<file path="config.mk">
export PLATFORM = sky130hd
export DESIGN_NAME = seg7_scan_reader
export DESIGN_NICKNAME = d
export VERILOG_FILES = /design/src/rtl/seg7_pkg.sv /design/src/rtl/seg7_to_hex.sv /design/src/rtl/seg7_scan_reader.sv
export SDC_FILE = /design/constraint.sdc
export NUM_CORES = 1
export LEC_CHECK = 0
export CAP_MARGIN = 20
export CORE_ASPECT_RATIO = 1.2
export CORE_UTILIZATION = 30
export DETAILED_ROUTE_END_ITERATION = 8
export DONT_BUFFER_PORTS = 1
export SYNTH_ARGS = -nofsm -noshare
export SYNTH_HDL_FRONTEND = slang
export SYNTH_HIERARCHICAL = 1
export SYNTH_SLANG_ARGS = --single-unit
</file>
<file path="constraint.sdc">
create_clock -name clk -period 2.8 [get_ports clk]
set_input_delay 0.28 -clock clk [delete_from_list [all_inputs] [get_ports clk]]
set_output_delay 0.28 -clock clk [all_outputs]
set_load 0.05 [all_outputs]
</file>
<file path="src/rtl/seg7_pkg.sv">
// Shared 7-segment definitions: segment bit positions, the hex glyph table
// used by both the driver and the scan reader, and the reader's output states.
package seg7_pkg;

    localparam int SEG_W = 7;

    typedef enum int {
        SEG_A = 0,
        SEG_B = 1,
        SEG_C = 2,
        SEG_D = 3,
        SEG_E = 4,
        SEG_F = 5,
        SEG_G = 6
    } seg_bit_e;

    // Glyphs for 0..F, active-high, bit0 = a ... bit6 = g
    localparam logic [SEG_W-1:0] HEX_TO_SEG [16] = '{
        7'h3F, 7'h06, 7'h5B, 7'h4F, 7'h66, 7'h6D, 7'h7D, 7'h07,
        7'h7F, 7'h6F, 7'h77, 7'h7C, 7'h39, 7'h5E, 7'h79, 7'h71
    };

    typedef enum logic {
        EMPTY = 1'b0,
        FULL  = 1'b1
    } out_state_t;

endpackage

</file>
<file path="src/rtl/seg7_to_hex.sv">
// Reverse glyph lookup: maps a segment pattern back to its hex nibble and
// flags any pattern that is not one of the sixteen hex glyphs.
module seg7_to_hex
    import seg7_pkg::*;
(
    input  logic [SEG_W-1:0] seg,
    output logic [3:0]       nibble,
    output logic             invalid
);

    // Glyphs are unique, so at most one table entry can match
    always_comb begin
        nibble  = '0;
        invalid = 1'b1;
        for (int i = 0; i < 16; i++) begin
            if (seg == HEX_TO_SEG[i]) begin
                nibble  = 4'(i);
                invalid = 1'b0;
            end
        end
    end

endmodule

</file>
<file path="src/rtl/seg7_scan_reader.sv">
// Recovers hex digits from a multiplexed 7-segment bus: debounces each digit
// dwell, assembles a full frame and offers it on a valid/ready output.
module seg7_scan_reader
    import seg7_pkg::*;
#(
    parameter int DIGITS        = 4,
    parameter int STABLE_CYCLES = 3
) (
    input  logic                  clk,
    input  logic                  rst,
    input  logic [SEG_W-1:0]      seg_in,
    input  logic [DIGITS-1:0]     dig_sel,
    input  logic                  out_ready,
    output logic                  out_valid,
    output logic [4*DIGITS-1:0]   out_value,
    output logic                  out_err,
    output logic                  out_overrun
);

    localparam int CNT_W = $clog2(STABLE_CYCLES + 1);
    localparam logic [CNT_W-1:0] CNT_MAX    = CNT_W'(STABLE_CYCLES);
    localparam logic [CNT_W-1:0] CNT_ACCEPT = CNT_W'(STABLE_CYCLES - 2);

    logic [SEG_W-1:0]    s_seg;
    logic [DIGITS-1:0]   s_dig;
    logic [CNT_W-1:0]    stable_cnt;
    logic [DIGITS-1:0]   cap_mask;
    logic [DIGITS-1:0]   slot_err;
    logic [4*DIGITS-1:0] slot_value;
    logic [3:0]          dec_nibble;
    logic                dec_invalid;
    logic                sample_match;
    logic                accept;
    logic                frame_done;
    out_state_t          state;
    out_state_t          state_next;
    logic                load_out;
    logic                drop_frame;

    seg7_to_hex u_decode (
        .seg     (seg_in),
        .nibble  (dec_nibble),
        .invalid (dec_invalid)
    );

    assign sample_match = (seg_in == s_seg) && (dig_sel == s_dig) && $onehot(dig_sel);
    // The counter passes STABLE_CYCLES-2 only once per dwell, so accept fires once
    assign accept       = sample_match && (stable_cnt == CNT_ACCEPT);
    assign frame_done   = &cap_mask;
    assign out_valid    = (state == FULL);

    always_ff @(posedge clk) begin
        if (rst) begin
            s_seg      <= '0;
            s_dig      <= '0;
            stable_cnt <= '0;
        end else begin
            s_seg <= seg_in;
            s_dig <= dig_sel;
            if (!sample_match) begin
                stable_cnt <= '0;
            end else if (stable_cnt != CNT_MAX) begin
                stable_cnt <= stable_cnt + CNT_W'(1);
            end
        end
    end

    // A completed frame is cleared first so an acceptance on the same edge starts the next one
    always_ff @(posedge clk) begin
        if (rst) begin
            cap_mask   <= '0;
            slot_value <= '0;
            slot_err   <= '0;
        end else begin
            if (frame_done) begin
                cap_mask   <= '0;
                slot_value <= '0;
                slot_err   <= '0;
            end
            if (accept) begin
                for (int i = 0; i < DIGITS; i++) begin
                    if (dig_sel[i]) begin
                        cap_mask[i]        <= 1'b1;
                        slot_value[4*i +: 4] <= dec_nibble;
                        slot_err[i]        <= dec_invalid;
                    end
                end
            end
        end
    end

    always_comb begin
        state_next = state;
        load_out   = 1'b0;
        drop_frame = 1'b0;
        case (state)
            EMPTY: begin
                if (frame_done) begin
                    load_out   = 1'b1;
                    state_next = FULL;
                end
            end
            FULL: begin
                if (frame_done) begin
                    load_out   = out_ready;
                    drop_frame = !out_ready;
                end else if (out_ready) begin
                    state_next = EMPTY;
                end
            end
            default: state_next = EMPTY;
        endcase
    end

    always_ff @(posedge clk) begin
        if (rst) begin
            state       <= EMPTY;
            out_value   <= '0;
            out_err     <= 1'b0;
            out_overrun <= 1'b0;
        end else begin
            state       <= state_next;
            out_overrun <= drop_frame;
            if (load_out) begin
                out_value <= slot_value;
                out_err   <= |slot_err;
            end
        end
    end

endmodule

</file>
Word-level counts from Yosys, hierarchy flattened
Index checks and enable logic that the tools add are counted.

cells by class
  equality and inequality tests = 21
  add/subtract/negate cells = 4
  multiplexer cells = 55
  bitwise operators = 3
  reductions and logical operators = 8

operators with widths
  kind                                            number
  == test 7 bit (second input constant)           12
  two-way mux 4 bit                               16
  two-way mux 16 bit                              2
  two-way mux 1 bit                               29
  == test 7 x 3 -> 1 bit (second input constant)  2
  == test 7 x 6 -> 1 bit (second input constant)  2
  two-way mux 3 bit                               4
  == test 7 bit                                   1
  adder 1 x 1 -> 2 bit                            2
  == test 4 bit                                   1
  two-way mux 2 bit                               2
  case mux 1 bit (2 select lines)                 2
  AND reduction 4 bit                             1
  OR reduction 4 bit                              1
  adder 2 x 2 -> 3 bit                            1
  == test 3 x 1 -> 1 bit (second input constant)  1
  logical AND 1 bit                               3
  NOT 1 bit                                       3
  OR reduction 3 bit                              1
  adder 2 x 1 -> 2 bit (second input constant)    1
  == test 2 x 1 -> 1 bit (second input constant)  1
  inequality test 2 bit (second input constant)   1
  OR reduction 2 bit                              1
  logical NOT 1 bit                               1

word-level totals
  output and inout port bits = 19
  logic and storage cells = 101
  bits of input ports = 14
  flip-flop bits (word level) = 56

Logic depth before layout (Yosys ltp)
Gate-level depths: netlist (run 1).

  depth after elaboration = 19
  depth in mapped cells = 9
  depth with buffers taken out = 9

Hierarchy
Netlist (run 1), hierarchy kept.

modules (own cells, without submodules)
  module            instances  seq. area each (µm²)  cells an instance  area each (µm²)
  seg7_scan_reader  1          1121.1                233                2227.1
  seg7_to_hex       1          0.0                   46                 354.1

Least setup slack after synthesis (run 1)
Ideal clock, no wire load.

  kind = input port to flip-flop
  start = in dig_sel[0]
  end = reg slot_err[3]
  arrival = 2450 ps
  library setup time = 124 ps
  slack = 226 ps
  stages = 9
  required time = 2676 ps
  path buffers = 0
  cells stage by stage = inv_1 fa_1 inv_1 ha_1 ha_1 or3b_4 nor4_4 nand4_2 mux2i_1

on the way
  word-level cells in the longest chain between the ends = 6
  elaborated cells between the ends (all ways) = 8
  classes of those cells = 2 x add/sub; 2 x eq/ne; 1 x mux; 3 x reduce/logical

RTL lines
  element                                     RTL line                text
  start: declaration                          seg7_scan_reader.sv:12  input logic [DIGITS-1:0] dig_sel,
  adder 1 x 1 -> 2 bit (implied by the code)  seg7_scan_reader.sv:46  assign sample_match = (seg_in == s_seg) && (dig_sel == s_dig) && $onehot(dig_sel);
  adder 2 x 2 -> 3 bit (implied by the code)  seg7_scan_reader.sv:46
  == test 3 x 1 -> 1 bit                      seg7_scan_reader.sv:46
  logical AND 1 bit (*)                       seg7_scan_reader.sv:46
  logical AND 1 bit (*)                       seg7_scan_reader.sv:48  assign accept = sample_match && (stable_cnt == CNT_ACCEPT);
  two-way mux 4 bit (*)                       seg7_scan_reader.sv:80  if (accept) begin
  end signal: indexed assignment              seg7_scan_reader.sv:85  slot_err[i] <= dec_invalid;
  end: declaration                            seg7_scan_reader.sv:28  logic [DIGITS-1:0] slot_err;

Mark *: on every way between the ends. The rest lies on a longest branch, timed or not.
A chain may end at the register's enable or synchronous reset.

Worst setup path after layout (run 1)
  start = in dig_sel[0]
  end = reg slot_value[15]

on the way
  word-level cells in the longest chain between the ends = 6
  elaborated cells between the ends (all ways) = 8
  classes of those cells = 2 x add/sub; 2 x eq/ne; 1 x mux; 3 x reduce/logical

RTL lines
  element                                     RTL line                text
  adder 1 x 1 -> 2 bit (implied by the code)  seg7_scan_reader.sv:46
  adder 2 x 2 -> 3 bit (implied by the code)  seg7_scan_reader.sv:46
  == test 3 x 1 -> 1 bit                      seg7_scan_reader.sv:46
  logical AND 1 bit (*)                       seg7_scan_reader.sv:46
  logical AND 1 bit (*)                       seg7_scan_reader.sv:48
  two-way mux 16 bit (*)                      seg7_scan_reader.sv:80
  end signal: indexed assignment              seg7_scan_reader.sv:84  slot_value[4*i +: 4] <= dec_nibble;
  end: declaration                            seg7_scan_reader.sv:29  logic [4*DIGITS-1:0] slot_value;

Marked as above.

==> flow_summary.json, run 1 <==
{
  "fmax_ghz": 0.4143,
  "io-pin-count": 33,
  "syn_avg_cell_area_um2": 9.252,
  "cp.required_ps": 3000,
  "startpoint": "dig_sel[0]",
  "dp_hpwl_um": 3529,
  "root_buffer": "clkbuf_8",
  "grt_pass1_wl_um": 8321,
  "p_per_area_mw_per_mm2": 514.6,
  "yosys_warnings": 6,
  "grt.total_usage_pct": 11.50,
  "clk_path_buf_depth": 2,
  "start_util_pct": 31.31,
  "finalSetupViolCount": 0,
  "nFillCells": 862,
  "worst_slack_ps": 386.4,
  "antenna_found_initial": 0,
  "cts_resized": 0,
  "netlist_instances": 279,
  "cts_tree": "done",
  "ctsHoldBuffers": 0,
  "worstPathCellList": "inv_1, fa_1, inv_1, ha_1, ha_1, or3b_4, nor4_4, nand4_2, mux2i_1",
  "cts.sinks": 56,
  "port_buffers": 0,
  "max_stage_delay_ps": 530,
  "most-common-layout-cells": "64 x nand2_1, 56 x dfxtp_1, 23 x a21oi_1",
  "drc_errors": 0,
  "reg2reg_to": "out_value[13]",
  "end_kind": "flip-flop",
  "num_antenna_cells": 0,
  "cap_violations": 0,
  "min_period_ps": 2414,
  "period_share_pct": 86.20,
  "place_worst_setup_slack_ps": 62.81,
  "die_w_um": 86.68,
  "path_max_fanout": 6,
  "slowest_stage": "fa_1",
  "antenna_left": 0,
  "drive_gt1_share_pct": 9.420,
  "slew_viol_final": 0,
  "post-cts-setup-buffer-count": 0,
  "fp-row-count": 36,
  "worstRegToRegCells": 4,
  "r2r-start": "out_valid",
  "yosysSeqAreaShare_pct": 43.43,
  "hold_viol": 0,
  "leakage_uw": 0.001136,
  "drt_wl_total_um": 4936,
  "synth.distinct_cells": 49,
  "syn_nets": 298,
  "nets": 294,
  "arrival_ps": 2610,
  "rsz0062_at_grt": "false",
  "die_area_mm2": 0.008980,
  "grt_max_degree": 42,
  "max-slew-margin-rel_pct": 59.61,
  "r2r_slack_ps": 1140,
  "holdCritPathClass": "input pin to flip-flop",
  "firstDrtPassIters": 4,
  "skew_ps": 8.043,
  "syn_area_mm2": 0.002581,
  "gr-total-overflow": 0,
  "crit_path_start_kind": "input pin",
  "final.setup.tns_ps": 0,
  "final_common_cell": "nand2_1",
  "area_delta_synth_final_pct": 7.949,
  "grt_pass1_vias": 1802,
  "htree_levels": 2,
  "path_clk_slew_ps": 100,
  "vias_per_cell": 4.738,
  "core_mm2": 0.008243,
  "cts_made_buffers": 5,
  "vdd_ir_drop_max_mv": 0.2073,
  "ys_ff_latch": 56,
  "die_h_um": 103.6,
  "worst_pin_slew_ps": 605.9,
  "worstSetupEndpoint": "slot_value[15]",
  "via_count": 1848,
  "avgRoutedWirePerCell_um": 12.66,
  "outcome": "finished, final reports clean",
  "critPathKind": "input pin to flip-flop",
  "drtIter0Drc": 63,
  "clock_latency_ps": 310,
  "place.gp.congestion": 0.8054
}
-- worst min-delay path by stage --
stage | start | end | slack [ps] | depth (start not counted)
after floorplan | dig_sel[2] | s_dig[2] | 410 | 1
after global placement | rst | out_value[4] | 350 | 1
after detailed placement | rst | out_value[4] | 350 | 1
after CTS | rst | out_value[4] | 10 | 1
after global routing | rst | out_value[1] | 0.08 | 1
final | rst | out_value[7] | 20 | 1
-- layout make-up --
| cell class | count | area (um2) | share of cell area [%] |
|---|---|---|---|
| Clock buffer | 5 | 68.82 | 2.470 |
| Clock inverter | 3 | 46.29 | 1.661 |
| Inverter | 7 | 26.28 | 0.9430 |
| Multi-Input combinational cell | 202 | 1356 | 48.68 |
| Sequential cell | 56 | 1121 | 40.23 |
| Tap cell | 114 | 142.6 | 5.119 |
| Timing Repair Buffer | 3 | 25.02 | 0.8981 |
-- metal layers --
metal,track usage (%),wire length (um)
met3,2.072,146
met1,14.55,2333
met5,0,0
met4,4.762,102
met2,18.99,2353
-- registers in the layout, summed over array words and instances (netlist names) --
signal,flops
cap_mask,4
out_err,1
out_overrun,1
out_valid,1
out_value,16
s_dig,4
s_seg,7
slot_err,4
slot_value,16
stable_cnt,2
-- cell families (layout without fill, tap and decap cells) --
logic type | Yosys count | count (layout) | share of synthesized area, %
buf+inv | 21 | 18 | 4.024
mux | 20 | 20 | 7.756
compound gates | 37 | 37 | 8.676
flops | 56 | 56 | 43.43
fa+ha+maj | 6 | 6 | 3.102
xor+xnor | 13 | 13 | 4.411
simple gates | 126 | 126 | 28.60
-- through the flow --
step | instance area [um2] | cells | util, % | hold WS (ps) | power, uW
2_1_floorplan | 2581 | 279 | - | 408.2 | 920.6
3_3_place_gp | 2661 | 381 | 32.29 | 352.5 | 916.6
3_5_place_dp | 2661 | 381 | 32.29 | 354.5 | 917.4
4_1_cts | 2776 | 389 | 33.68 | 10.39 | 1455
5_1_grt | 2786 | 390 | 33.80 | 0.07544 | 1499
6_report | 2786 | 390 | 33.80 | 22.16 | 1434
-- cell usage after synthesis (all sizes together) --
cell type  instances  area share, %
nor4b              1           0.58
nand2             64            9.3
mux2i             20            7.8
nor2b             10            2.4
and4b              1           0.39
and2               5            1.3
or4                1           0.29
or4b               1           0.39
a211oi             2           0.78
inv                7            1.0
nor4               5            3.0
o21ai              4           0.78
clkbuf             9            1.5
o2111ai            1           0.34
dfxtp             56             43
buf                5            1.6
maj3               1           0.39
fa                 1           0.78
a22oi              1           0.29
o41ai              1           0.34
and3               1           0.29
and4               1           0.34
ha                 4            1.9
and2b              1           0.34
o211ai             2           0.58
nand4b             1           0.92
xor2              13            4.4
nand4              7            2.4
nand3b             2           0.58
nor3               6            1.4
and4bb             1           0.48
a21oi             23            4.5
nor3b              3           0.87
o31ai              1           0.29
nor2               6           0.87
or3b               2           0.78
a32o               2           0.82
nand2b             7            1.7
-- worst max-delay path, delay by kind of cell --
family                     cells  cell delay (ps)
muxes                          1              200
adders and majority gates      3              970
buffers and inverters          2               90
and+or+nand+nor                3             1070
-- power breakdown --
| part | internal [uW] | switching [uW] |
|---|---|---|
| sequential | 804 | 3.15 |
| clock | 270 | 263 |
| combinational | 40.7 | 53.5 |
| total | 1110 | 319 |
Note: power is estimated with default switching activity, not from simulation.
==> run 2: changes to the inputs <==
--- a/config.mk
+++ b/config.mk
@@ -10,6 +10,7 @@
 export CORE_UTILIZATION = 30
 export DETAILED_ROUTE_END_ITERATION = 8
 export DONT_BUFFER_PORTS = 1
+export RECOVER_POWER = 25
 export SYNTH_ARGS = -nofsm -noshare
 export SYNTH_HDL_FRONTEND = slang
 export SYNTH_HIERARCHICAL = 1
==> results of run 2 <==
Same layout as run 1: the final DEF is identical, and so are final timing and power.
